$ cat config.mk
export PLATFORM = sky130hd
export DESIGN_NAME = valu_ctrl_seq_flat
export DESIGN_NICKNAME = d
export VERILOG_FILES = /design/src/rtl/valu_ctrl_seq_pkg.sv /design/src/rtl/valu_ctrl_seq_if.sv /design/src/rtl/valu_ctrl_seq_acc_scoreboard.sv /design/src/rtl/valu_ctrl_seq.sv /design/src/flat_wrapper.sv
export SDC_FILE = /design/constraint.sdc
export NUM_CORES = 1
export LEC_CHECK = 0
export ABC_AREA = 1
export CORE_ASPECT_RATIO = 1.1
export CORE_MARGIN = 5
export CORE_UTILIZATION = 50
export CTS_BUF_LIST = sky130_fd_sc_hd__clkbuf_16
export DETAILED_ROUTE_END_ITERATION = 10
export HOLD_SLACK_MARGIN = 0.05
export MAX_ROUTING_LAYER = met4
export PLACE_DENSITY = 0.85
export SYNTH_ARGS = -nofsm -noshare
export SYNTH_HDL_FRONTEND = slang
export SYNTH_HIERARCHICAL = 1
export SYNTH_SLANG_ARGS = --single-unit
$ cat constraint.sdc
create_clock -name clk -period 3.6 [get_ports clk]
set_input_delay 0.9 -clock clk [delete_from_list [all_inputs] [get_ports clk]]
set_output_delay 0.9 -clock clk [all_outputs]
set_load 0.02 [all_outputs]
$ cat src/rtl/valu_ctrl_seq_pkg.sv
// Shared types for the vector ALU control sequencer.
//   Pu_inst  : issue-stage condition encoding (Fxv_cond).
//   Valu_pkg : datapath width/selector enums, the decoded Valu_op bundle,
//              the all-zero VALU_OP_NOP and the accumulator-read helper.
package Pu_inst;

  typedef enum logic [2:0] {
    COND_ALWAYS,
    COND_EQ,
    COND_NE,
    COND_LT,
    COND_GE,
    COND_NEVER
  } Fxv_cond;

endpackage

package Valu_pkg;

  import Pu_inst::*;

  typedef enum logic [1:0] {
    VT_BYTE,
    VT_HALF,
    VT_WORD,
    VT_DWORD
  } Valu_type;

  typedef enum logic [1:0] {
    ADD_IN_MULT,
    ADD_IN_ACCUM,
    ADD_IN_SRC,
    ADD_IN_ZERO
  } Valu_add_sel;

  typedef enum logic [1:0] {
    RES_ADDER,
    RES_MULT,
    RES_ACCUM,
    RES_SRC
  } Valu_res_sel;

  typedef struct packed {
    Valu_type    mult_conf;
    Valu_type    add_conf;
    Valu_type    round_conf;
    Valu_add_sel add_in_a_sel;
    Valu_add_sel add_in_b_sel;
    Valu_res_sel result_sel;
    logic        saturate;
    logic        mult_saturating;
    logic        shift_fractional;
    logic        mult_by_one;
    logic [4:0]  mult_shift;
    logic        add_to_zero;
    logic        negate_b;
    Fxv_cond     cond;
    logic        save_to_accum;
    logic        reads_accum;
  } Valu_op;

  localparam Valu_op VALU_OP_NOP = '0;

  // Conservative: either adder input selecting the accumulator, or the
  // decoder's explicit flag, counts as an accumulator read.
  function automatic logic op_reads_accum(input Valu_op op);
    return op.reads_accum ||
           (op.add_in_a_sel == ADD_IN_ACCUM) ||
           (op.add_in_b_sel == ADD_IN_ACCUM);
  endfunction

endpackage

$ cat src/rtl/valu_ctrl_seq_if.sv
// Control bundle between the sequencer and the vector ALU datapath.
//   modport ctrl : sequencer side, drives everything.
//   modport dp   : datapath side, receives everything.
// MULT_STAGES / ADD_STAGES size the per-stage pipe enables.
interface Valu_ctrl_if #(
  parameter int unsigned MULT_STAGES = 1,
  parameter int unsigned ADD_STAGES  = 1
);
  import Valu_pkg::*;

  logic [MULT_STAGES-1:0] mult_pipe_enable;
  logic [ADD_STAGES-1:0]  add_pipe_enable;
  logic                   stall;
  Valu_type               mult_conf;
  logic                   mult_saturating;
  logic                   mult_by_one;
  logic [4:0]             mult_shift;
  logic                   shift_fractional;
  Valu_type               add_conf;
  Valu_add_sel            add_in_a_sel;
  Valu_add_sel            add_in_b_sel;
  logic                   add_to_zero;
  logic                   negate_b;
  Pu_inst::Fxv_cond       cond;
  Valu_res_sel            result_sel;
  Valu_type               round_conf;
  logic                   saturate;
  logic                   save_to_accum;

  modport ctrl (
    output mult_pipe_enable, add_pipe_enable, stall,
    output mult_conf, mult_saturating, mult_by_one, mult_shift, shift_fractional,
    output add_conf, add_in_a_sel, add_in_b_sel, add_to_zero, negate_b, cond,
    output result_sel, round_conf, saturate, save_to_accum
  );

  modport dp (
    input mult_pipe_enable, add_pipe_enable, stall,
    input mult_conf, mult_saturating, mult_by_one, mult_shift, shift_fractional,
    input add_conf, add_in_a_sel, add_in_b_sel, add_to_zero, negate_b, cond,
    input result_sel, round_conf, saturate, save_to_accum
  );

endinterface

$ cat src/rtl/valu_ctrl_seq_acc_scoreboard.sv
// Pending-accumulator-write counter and read-after-write interlock.
//   clk, reset      : core clock, async active-low reset
//   i_inc           : an op that will write the accumulator was accepted
//   i_dec           : the accumulator is written this cycle
//   i_flush         : drop all pending writes at the next edge
//   i_reads_accum   : the op offered by issue reads the accumulator
//   o_hazard        : that op must wait
module valu_ctrl_acc_scoreboard #(
  parameter int unsigned ACC_CNT_W = 3,
  parameter int unsigned MAX_PEND  = 2
) (
  input  logic clk,
  input  logic reset,
  input  logic i_inc,
  input  logic i_dec,
  input  logic i_flush,
  input  logic i_reads_accum,
  output logic o_hazard
);

  logic [ACC_CNT_W-1:0] r_pend_acc;

  always_ff @(posedge clk or negedge reset) begin
    if (!reset) begin
      r_pend_acc <= '0;
    end else if (i_flush) begin
      r_pend_acc <= '0;
    end else if (i_inc && !i_dec) begin
      r_pend_acc <= r_pend_acc + ACC_CNT_W'(1);
    end else if (i_dec && !i_inc) begin
      r_pend_acc <= r_pend_acc - ACC_CNT_W'(1);
    end
  end

  // A write retiring this very cycle no longer blocks a reader: the reader
  // reaches the adder inputs several cycles after the write lands.
  assign o_hazard = i_reads_accum && (r_pend_acc != '0) &&
                    !((r_pend_acc == ACC_CNT_W'(1)) && i_dec);

  a_no_underflow: assert property (@(posedge clk) disable iff (!reset)
    (i_dec && !i_inc) |-> (r_pend_acc != '0));

  a_no_overflow: assert property (@(posedge clk) disable iff (!reset)
    (i_inc && !i_dec) |-> (32'(r_pend_acc) < MAX_PEND));

endmodule

$ cat src/rtl/valu_ctrl_seq.sv
// Vector ALU control sequencer: takes decoded ops from issue and walks them
// through MULT_STAGES multiplier slots then ADD_STAGES adder slots, driving
// per-stage enables and per-unit configuration onto Valu_ctrl_if.ctrl.
//   clk, reset            : core clock, async active-low reset
//   in_valid/in_ready     : issue handshake, in_op is the decoded op
//   wb_stall              : writeback back-pressure, freezes all slots
//   flush                 : only with VALU_CTRL_SEQ_FLUSH_EN defined; drops
//                           every in-flight op and pending accumulator write
//   ctrl                  : control bundle to the datapath
//   res_valid             : a result leaves the last adder slot this cycle
//   busy                  : any slot occupied
module valu_ctrl_seq
  import Valu_pkg::*;
#(
  parameter int unsigned MULT_STAGES = 1,
  parameter int unsigned ADD_STAGES  = 1,
  parameter int unsigned ACC_CNT_W   = 3
) (
  input  logic      clk,
  input  logic      reset,
  input  logic      in_valid,
  output logic      in_ready,
  input  Valu_op    in_op,
  input  logic      wb_stall,
`ifdef VALU_CTRL_SEQ_FLUSH_EN
  input  logic      flush,
`endif
  Valu_ctrl_if.ctrl ctrl,
  output logic      res_valid,
  output logic      busy
);

  localparam int unsigned N    = MULT_STAGES + ADD_STAGES;
  localparam int unsigned LAST = N - 1;

  logic [N-1:0] r_valid;
  Valu_op       r_op [N];

  logic   w_flush;
  logic   w_advance;
  logic   w_hazard;
  logic   w_accept;
  logic   w_save;
  Valu_op w_s_mult;
  Valu_op w_s_add;
  Valu_op w_s_last;
  logic [MULT_STAGES-1:0] w_mult_en;
  logic [ADD_STAGES-1:0]  w_add_en;
  logic   w_unused_fields;

`ifdef VALU_CTRL_SEQ_FLUSH_EN
  assign w_flush = flush;
`else
  assign w_flush = 1'b0;
`endif

  assign w_advance = !wb_stall;
  assign in_ready  = !wb_stall && !w_hazard && !w_flush;
  assign w_accept  = in_valid && in_ready;

  always_ff @(posedge clk or negedge reset) begin
    if (!reset) begin
      r_valid <= '0;
      for (int unsigned i = 0; i < N; i++) begin
        r_op[i] <= VALU_OP_NOP;
      end
    end else if (w_flush) begin
      r_valid <= '0;
    end else if (w_advance) begin
      r_valid[0] <= w_accept;
      r_op[0]    <= w_accept ? in_op : VALU_OP_NOP;
      for (int unsigned i = 1; i < N; i++) begin
        r_valid[i] <= r_valid[i-1];
        r_op[i]    <= r_op[i-1];
      end
    end
  end

  // Empty slots present the all-zero op so no field is left floating.
  assign w_s_mult = r_valid[0]           ? r_op[0]           : VALU_OP_NOP;
  assign w_s_add  = r_valid[MULT_STAGES] ? r_op[MULT_STAGES] : VALU_OP_NOP;
  assign w_s_last = r_valid[LAST]        ? r_op[LAST]        : VALU_OP_NOP;

  always_comb begin
    w_mult_en = '0;
    w_add_en  = '0;
    for (int unsigned i = 0; i < MULT_STAGES; i++) begin
      w_mult_en[i] = r_valid[i] && w_advance && !w_flush;
    end
    for (int unsigned j = 0; j < ADD_STAGES; j++) begin
      w_add_en[j] = r_valid[MULT_STAGES+j] && w_advance && !w_flush;
    end
  end

  assign w_save    = r_valid[LAST] && w_s_last.save_to_accum && w_advance && !w_flush;
  assign res_valid = r_valid[LAST] && w_advance && !w_flush;
  assign busy      = |r_valid;

  assign ctrl.mult_pipe_enable = w_mult_en;
  assign ctrl.add_pipe_enable  = w_add_en;
  // Gated by reset so the whole bundle reads zero while reset is held.
  assign ctrl.stall            = wb_stall && reset;

  assign ctrl.mult_conf        = w_s_mult.mult_conf;
  assign ctrl.mult_saturating  = w_s_mult.mult_saturating;
  assign ctrl.mult_by_one      = w_s_mult.mult_by_one;
  assign ctrl.mult_shift       = w_s_mult.mult_shift;
  assign ctrl.shift_fractional = w_s_mult.shift_fractional;

  assign ctrl.add_conf         = w_s_add.add_conf;
  assign ctrl.add_in_a_sel     = w_s_add.add_in_a_sel;
  assign ctrl.add_in_b_sel     = w_s_add.add_in_b_sel;
  assign ctrl.add_to_zero      = w_s_add.add_to_zero;
  assign ctrl.negate_b         = w_s_add.negate_b;
  assign ctrl.cond             = w_s_add.cond;

  assign ctrl.result_sel       = w_s_last.result_sel;
  assign ctrl.round_conf       = w_s_last.round_conf;
  assign ctrl.saturate         = w_s_last.saturate;
  assign ctrl.save_to_accum    = w_save;

  // Each slot view only feeds its own unit's fields.
  assign w_unused_fields = ^{w_s_mult, w_s_add, w_s_last};

  valu_ctrl_acc_scoreboard #(
    .ACC_CNT_W (ACC_CNT_W),
    .MAX_PEND  (N)
  ) u_acc_sb (
    .clk           (clk),
    .reset         (reset),
    .i_inc         (w_accept && in_op.save_to_accum),
    .i_dec         (w_save),
    .i_flush       (w_flush),
    .i_reads_accum (op_reads_accum(in_op)),
    .o_hazard      (w_hazard)
  );

endmodule

$ cat src/flat_wrapper.sv
// flat-port wrapper written by rule: the top's interface ports become plain ports
module valu_ctrl_seq_flat import Valu_pkg::*;
#(
  parameter int unsigned MULT_STAGES = 1,
  parameter int unsigned ADD_STAGES  = 1,
  parameter int unsigned ACC_CNT_W   = 3
)
  (clk, reset, in_valid, in_ready, in_op, wb_stall, res_valid, busy, ctrl_mult_pipe_enable, ctrl_add_pipe_enable, ctrl_stall, ctrl_mult_conf, ctrl_mult_saturating, ctrl_mult_by_one, ctrl_mult_shift, ctrl_shift_fractional, ctrl_add_conf, ctrl_add_in_a_sel, ctrl_add_in_b_sel, ctrl_add_to_zero, ctrl_negate_b, ctrl_cond, ctrl_result_sel, ctrl_round_conf, ctrl_saturate, ctrl_save_to_accum);
  Valu_ctrl_if #(.MULT_STAGES(MULT_STAGES), .ADD_STAGES(ADD_STAGES)) ctrl_i ();
  input  logic clk;
  input  logic reset;
  input  logic in_valid;
  output logic in_ready;
  input  Valu_op in_op;
  input  logic wb_stall;
  output logic res_valid;
  output logic busy;
  output wire logic [$bits(ctrl_i.mult_pipe_enable)-1:0] ctrl_mult_pipe_enable;
  output wire logic [$bits(ctrl_i.add_pipe_enable)-1:0] ctrl_add_pipe_enable;
  output wire logic [$bits(ctrl_i.stall)-1:0] ctrl_stall;
  output wire logic [$bits(ctrl_i.mult_conf)-1:0] ctrl_mult_conf;
  output wire logic [$bits(ctrl_i.mult_saturating)-1:0] ctrl_mult_saturating;
  output wire logic [$bits(ctrl_i.mult_by_one)-1:0] ctrl_mult_by_one;
  output wire logic [$bits(ctrl_i.mult_shift)-1:0] ctrl_mult_shift;
  output wire logic [$bits(ctrl_i.shift_fractional)-1:0] ctrl_shift_fractional;
  output wire logic [$bits(ctrl_i.add_conf)-1:0] ctrl_add_conf;
  output wire logic [$bits(ctrl_i.add_in_a_sel)-1:0] ctrl_add_in_a_sel;
  output wire logic [$bits(ctrl_i.add_in_b_sel)-1:0] ctrl_add_in_b_sel;
  output wire logic [$bits(ctrl_i.add_to_zero)-1:0] ctrl_add_to_zero;
  output wire logic [$bits(ctrl_i.negate_b)-1:0] ctrl_negate_b;
  output wire logic [$bits(ctrl_i.cond)-1:0] ctrl_cond;
  output wire logic [$bits(ctrl_i.result_sel)-1:0] ctrl_result_sel;
  output wire logic [$bits(ctrl_i.round_conf)-1:0] ctrl_round_conf;
  output wire logic [$bits(ctrl_i.saturate)-1:0] ctrl_saturate;
  output wire logic [$bits(ctrl_i.save_to_accum)-1:0] ctrl_save_to_accum;
  assign ctrl_mult_pipe_enable = ctrl_i.mult_pipe_enable;
  assign ctrl_add_pipe_enable = ctrl_i.add_pipe_enable;
  assign ctrl_stall = ctrl_i.stall;
  assign ctrl_mult_conf = ctrl_i.mult_conf;
  assign ctrl_mult_saturating = ctrl_i.mult_saturating;
  assign ctrl_mult_by_one = ctrl_i.mult_by_one;
  assign ctrl_mult_shift = ctrl_i.mult_shift;
  assign ctrl_shift_fractional = ctrl_i.shift_fractional;
  assign ctrl_add_conf = ctrl_i.add_conf;
  assign ctrl_add_in_a_sel = ctrl_i.add_in_a_sel;
  assign ctrl_add_in_b_sel = ctrl_i.add_in_b_sel;
  assign ctrl_add_to_zero = ctrl_i.add_to_zero;
  assign ctrl_negate_b = ctrl_i.negate_b;
  assign ctrl_cond = ctrl_i.cond;
  assign ctrl_result_sel = ctrl_i.result_sel;
  assign ctrl_round_conf = ctrl_i.round_conf;
  assign ctrl_saturate = ctrl_i.saturate;
  assign ctrl_save_to_accum = ctrl_i.save_to_accum;
  valu_ctrl_seq #(.MULT_STAGES(MULT_STAGES), .ADD_STAGES(ADD_STAGES), .ACC_CNT_W(ACC_CNT_W)) u_core (.clk(clk), .reset(reset), .in_valid(in_valid), .in_ready(in_ready), .in_op(in_op), .wb_stall(wb_stall), .ctrl(ctrl_i), .res_valid(res_valid), .busy(busy));
endmodule
==> results.md <==
- Skew-Pair Late Insertion Delay: around 0.28 ns
- Critical path data arrival time: ~2.5 ns
- Post-synth EDFFs: 0
- Final GP Congestion: approximately 0.8
- Reg-to-Reg End: u_core/u_acc_sb/r_pend_acc[1]
- Crit. End Element: output port
- Fraction of layout cells with a size suffix above 1: 0.05707
- Sequential-to-total area share from yosys stat: 0.5221
- CTS hold repair buffers: 0
- Initial Util: 0.5120
- Commonest non-fill, non-tap cell in the layout: nand2_1
- Crit path max-delay cell type: clkdlybuf4s50_1
- Leakage: between 0.0015 and 0.002 uW
- Combinational share of power: 0.248
- Clock Tree Buf Depth: 2
- Placement Setup Slack: between 0.2 and 0.25 ns
- First-pass GRT wire length: roughly 9000 um
- Post-CTS Setup Bufs: 0
- DP Wirelength: around 3800 um
- Area of placed instances: 3000 sq um
- FFs w/ async S/R, synth: 1.000
- Peak per-stage delay on the critical path: about 0.6 ns
- Reg2reg start: u_core/r_valid[1]
- CTS resizes: 0
- Worst-margin pin slew: 0.6003 ns
- Design Area, Final: 3131 sq um
- Max H-tree Level: 2
- Status: complete, no violations
- Mapped Cells: between 300 and 400
- Critical Path Most Common Cell: clkdlybuf4s50_1
- Root Buffer: clkbuf_16
- Slew Limit Headroom: 0.5998
- Final Max Slew Viols: 0
- Crit path launch type: primary input
- Crit-path cells: clkdlybuf4s50_1 -> inv_1 -> a21oi_1 -> nand2_1 -> o21a_1 -> nor2_4 -> clkdlybuf4s50_1
- Most used DFF post-synth: dfrtp_1
- Endpoint, Worst Hold: u_core/r_op[37]
- Sequential Power Share: 0.465
- Clock power share: 0.287
- Global route overflow: 0
- Unrepaired setup endpoints after global routing: false
- Final Hold Vio Count: 0
- GRT Total Usage: 0.2013
- Tot Pwr: around 1500 uW
- Area of the die: 6169 sq um
- Final setup viols: 0
- Post-Syn Area per Cell: ~7.6 sq um
- CP Max Fanout: 2
- Synthesized area: 2349 sq um
- Layout area overhead: 33.30%
- Clk_skew: approximately 0.0027 ns
- Worst Hold Class: register to register
- Vias in the first global route: between 2000 and 2500
- Num CTS Buffers: 5
- Routed via count: between 2000 and 2500
- Detailed Route WL: 5465 um
- Final TNS setup: 0 ns
- Ports: between 60 and 70
- Post-layout min period: approximately 3.4 ns
- Maximum clock rate: 296.0 MHz
- Commonest non-fill, non-tap cells in the layout: nand2_1, clkdlybuf4s50_1, dfrtp_1
- DR iter-0 viols: 174
- Post-DRT Antenna Nets: 0
- Tcrit/Tclk final: 0.9384
- Hold Slack: around 0.47 ns
- Die height: 81.88 um
- Clock-pin slew on the worst setup and hold paths: approximately 0.060 ns
- Yosys cell types: 21
- Die width: 75.35 um
- Synth Register Bits: 49
- Peak VDD IR: 0.0002795 V
- R2r worst-path depth: 14
- Largest net degree at the start of global routing: 50
- # diodes: 0
- DR pass1 iterations: 4
- Fin nets: between 400 and 500
- DR vias/cell: 4.835
- Internal Pwr Total: 1042 uW
- TritonCTS clock tree: yes
- Wire length per cell: between 10 and 15 um
- Core Region: roughly 4600 sq um
- Post-route setup slack: between 0.2 and 0.25 ns
- Cell Rows: 26
- Crit Path Category: primary input to output port
- Yosys warns: 6
- Sw Share: 0.3024
- Max cap viols: 0
- Pwr/cell area: between 400 and 500 nW/um^2
- Net Sw Power: around 450 uW
- CP required: between 2 and 3 ns
- Initial antenna violation count: 0
- Clock Sink Count: around 50
- Worst hold start: u_core/r_op[37]
- Setup slack, reg-to-reg: approximately 1.3 ns
- Port Buf Inserts: 64
- WHS Path Cells: 2
- # DRC: 0
[registers in the layout, summed over array words and instances, names as in the netlist]
register	count
u_core/r_op	44
u_core/u_acc_sb/r_pend_acc	3
u_core/r_valid	2
[worst max-delay path by stage]
| stage | start | end | slack [ns] |
|---|---|---|---|
| after detailed placement | in_op[19] | in_ready | 0.21 |
| after floorplan | wb_stall | in_ready | 0.40 |
| after CTS | in_op[19] | in_ready | 0.20 |
| final | in_op[19] | in_ready | 0.22 |
| after global routing | in_op[19] | in_ready | 0.15 |
| after global placement | in_op[19] | in_ready | 0.21 |
[cell type report]
type                            count  area (sq um)
Fill cell                         362          1456
Sequential cell                    49          1226
Multi-Input combinational cell    199         859.6
Timing Repair Buffer               71         683.2
Inverter                           43         161.4
Clock buffer                        5         125.1
Tap cell                           56         70.07
Clock inverter                      1         5.005
[cells by family after synthesis]
kind of cell,after synthesis,synth area share
buf+inv,60,0.1135
flops,49,0.5221
simple gates,184,0.3213
fa+ha+maj,4,0.02131
other cells,1,0.001597
compound gates,9,0.02024
[critical path, delay by kind of cell]
family / cells / cell delay [ns]
buffers and inverters: 3 / 1.13
AND/OR/NAND/NOR: 2 / 0.20
AO/OA/AOI/OAI: 2 / 0.25
[metrics by stage]
stage / util / std cells
4_1_cts: 0.6825 / 424
3_3_place_gp: 0.6541 / 418
5_1_grt: 0.6825 / 424
3_5_place_dp: 0.6541 / 418
2_1_floorplan: - / 308
6_report: 0.6825 / 424
[cell usage after synthesis (2+ instances only)]
master / instances / area (sq um)
o21ai_0: 2 / 10.01
nor2_1: 3 / 11.26
o21ai_1: 3 / 15.01
nand2_1: 147 / 551.8
ha_1: 4 / 50.05
a21oi_1: 3 / 15.01
inv_1: 41 / 153.9
buf_6: 3 / 33.78
inv_2: 2 / 7.510
buf_2: 12 / 60.06
dfrtp_1: 49 / 1226
nand4_1: 2 / 12.51
nand3_1: 28 / 140.1
[routing by layer]
metal	global-route usage	wire, um
met1	0.2510	2131
met4	0.04720	63
met3	0.03427	335
met5	-	0
met2	0.3411	2935
[power groups by stage]
stage	combinational [uW]	clock [uW]	sequential, uW
2_1_floorplan	242	0	681
4_1_cts	375	431	694
6_report	370	428	695
3_5_place_dp	372	0	701
3_3_place_gp	358	0	697
5_1_grt	421	451	705
Note: power is estimated with default switching activity, not from simulation.
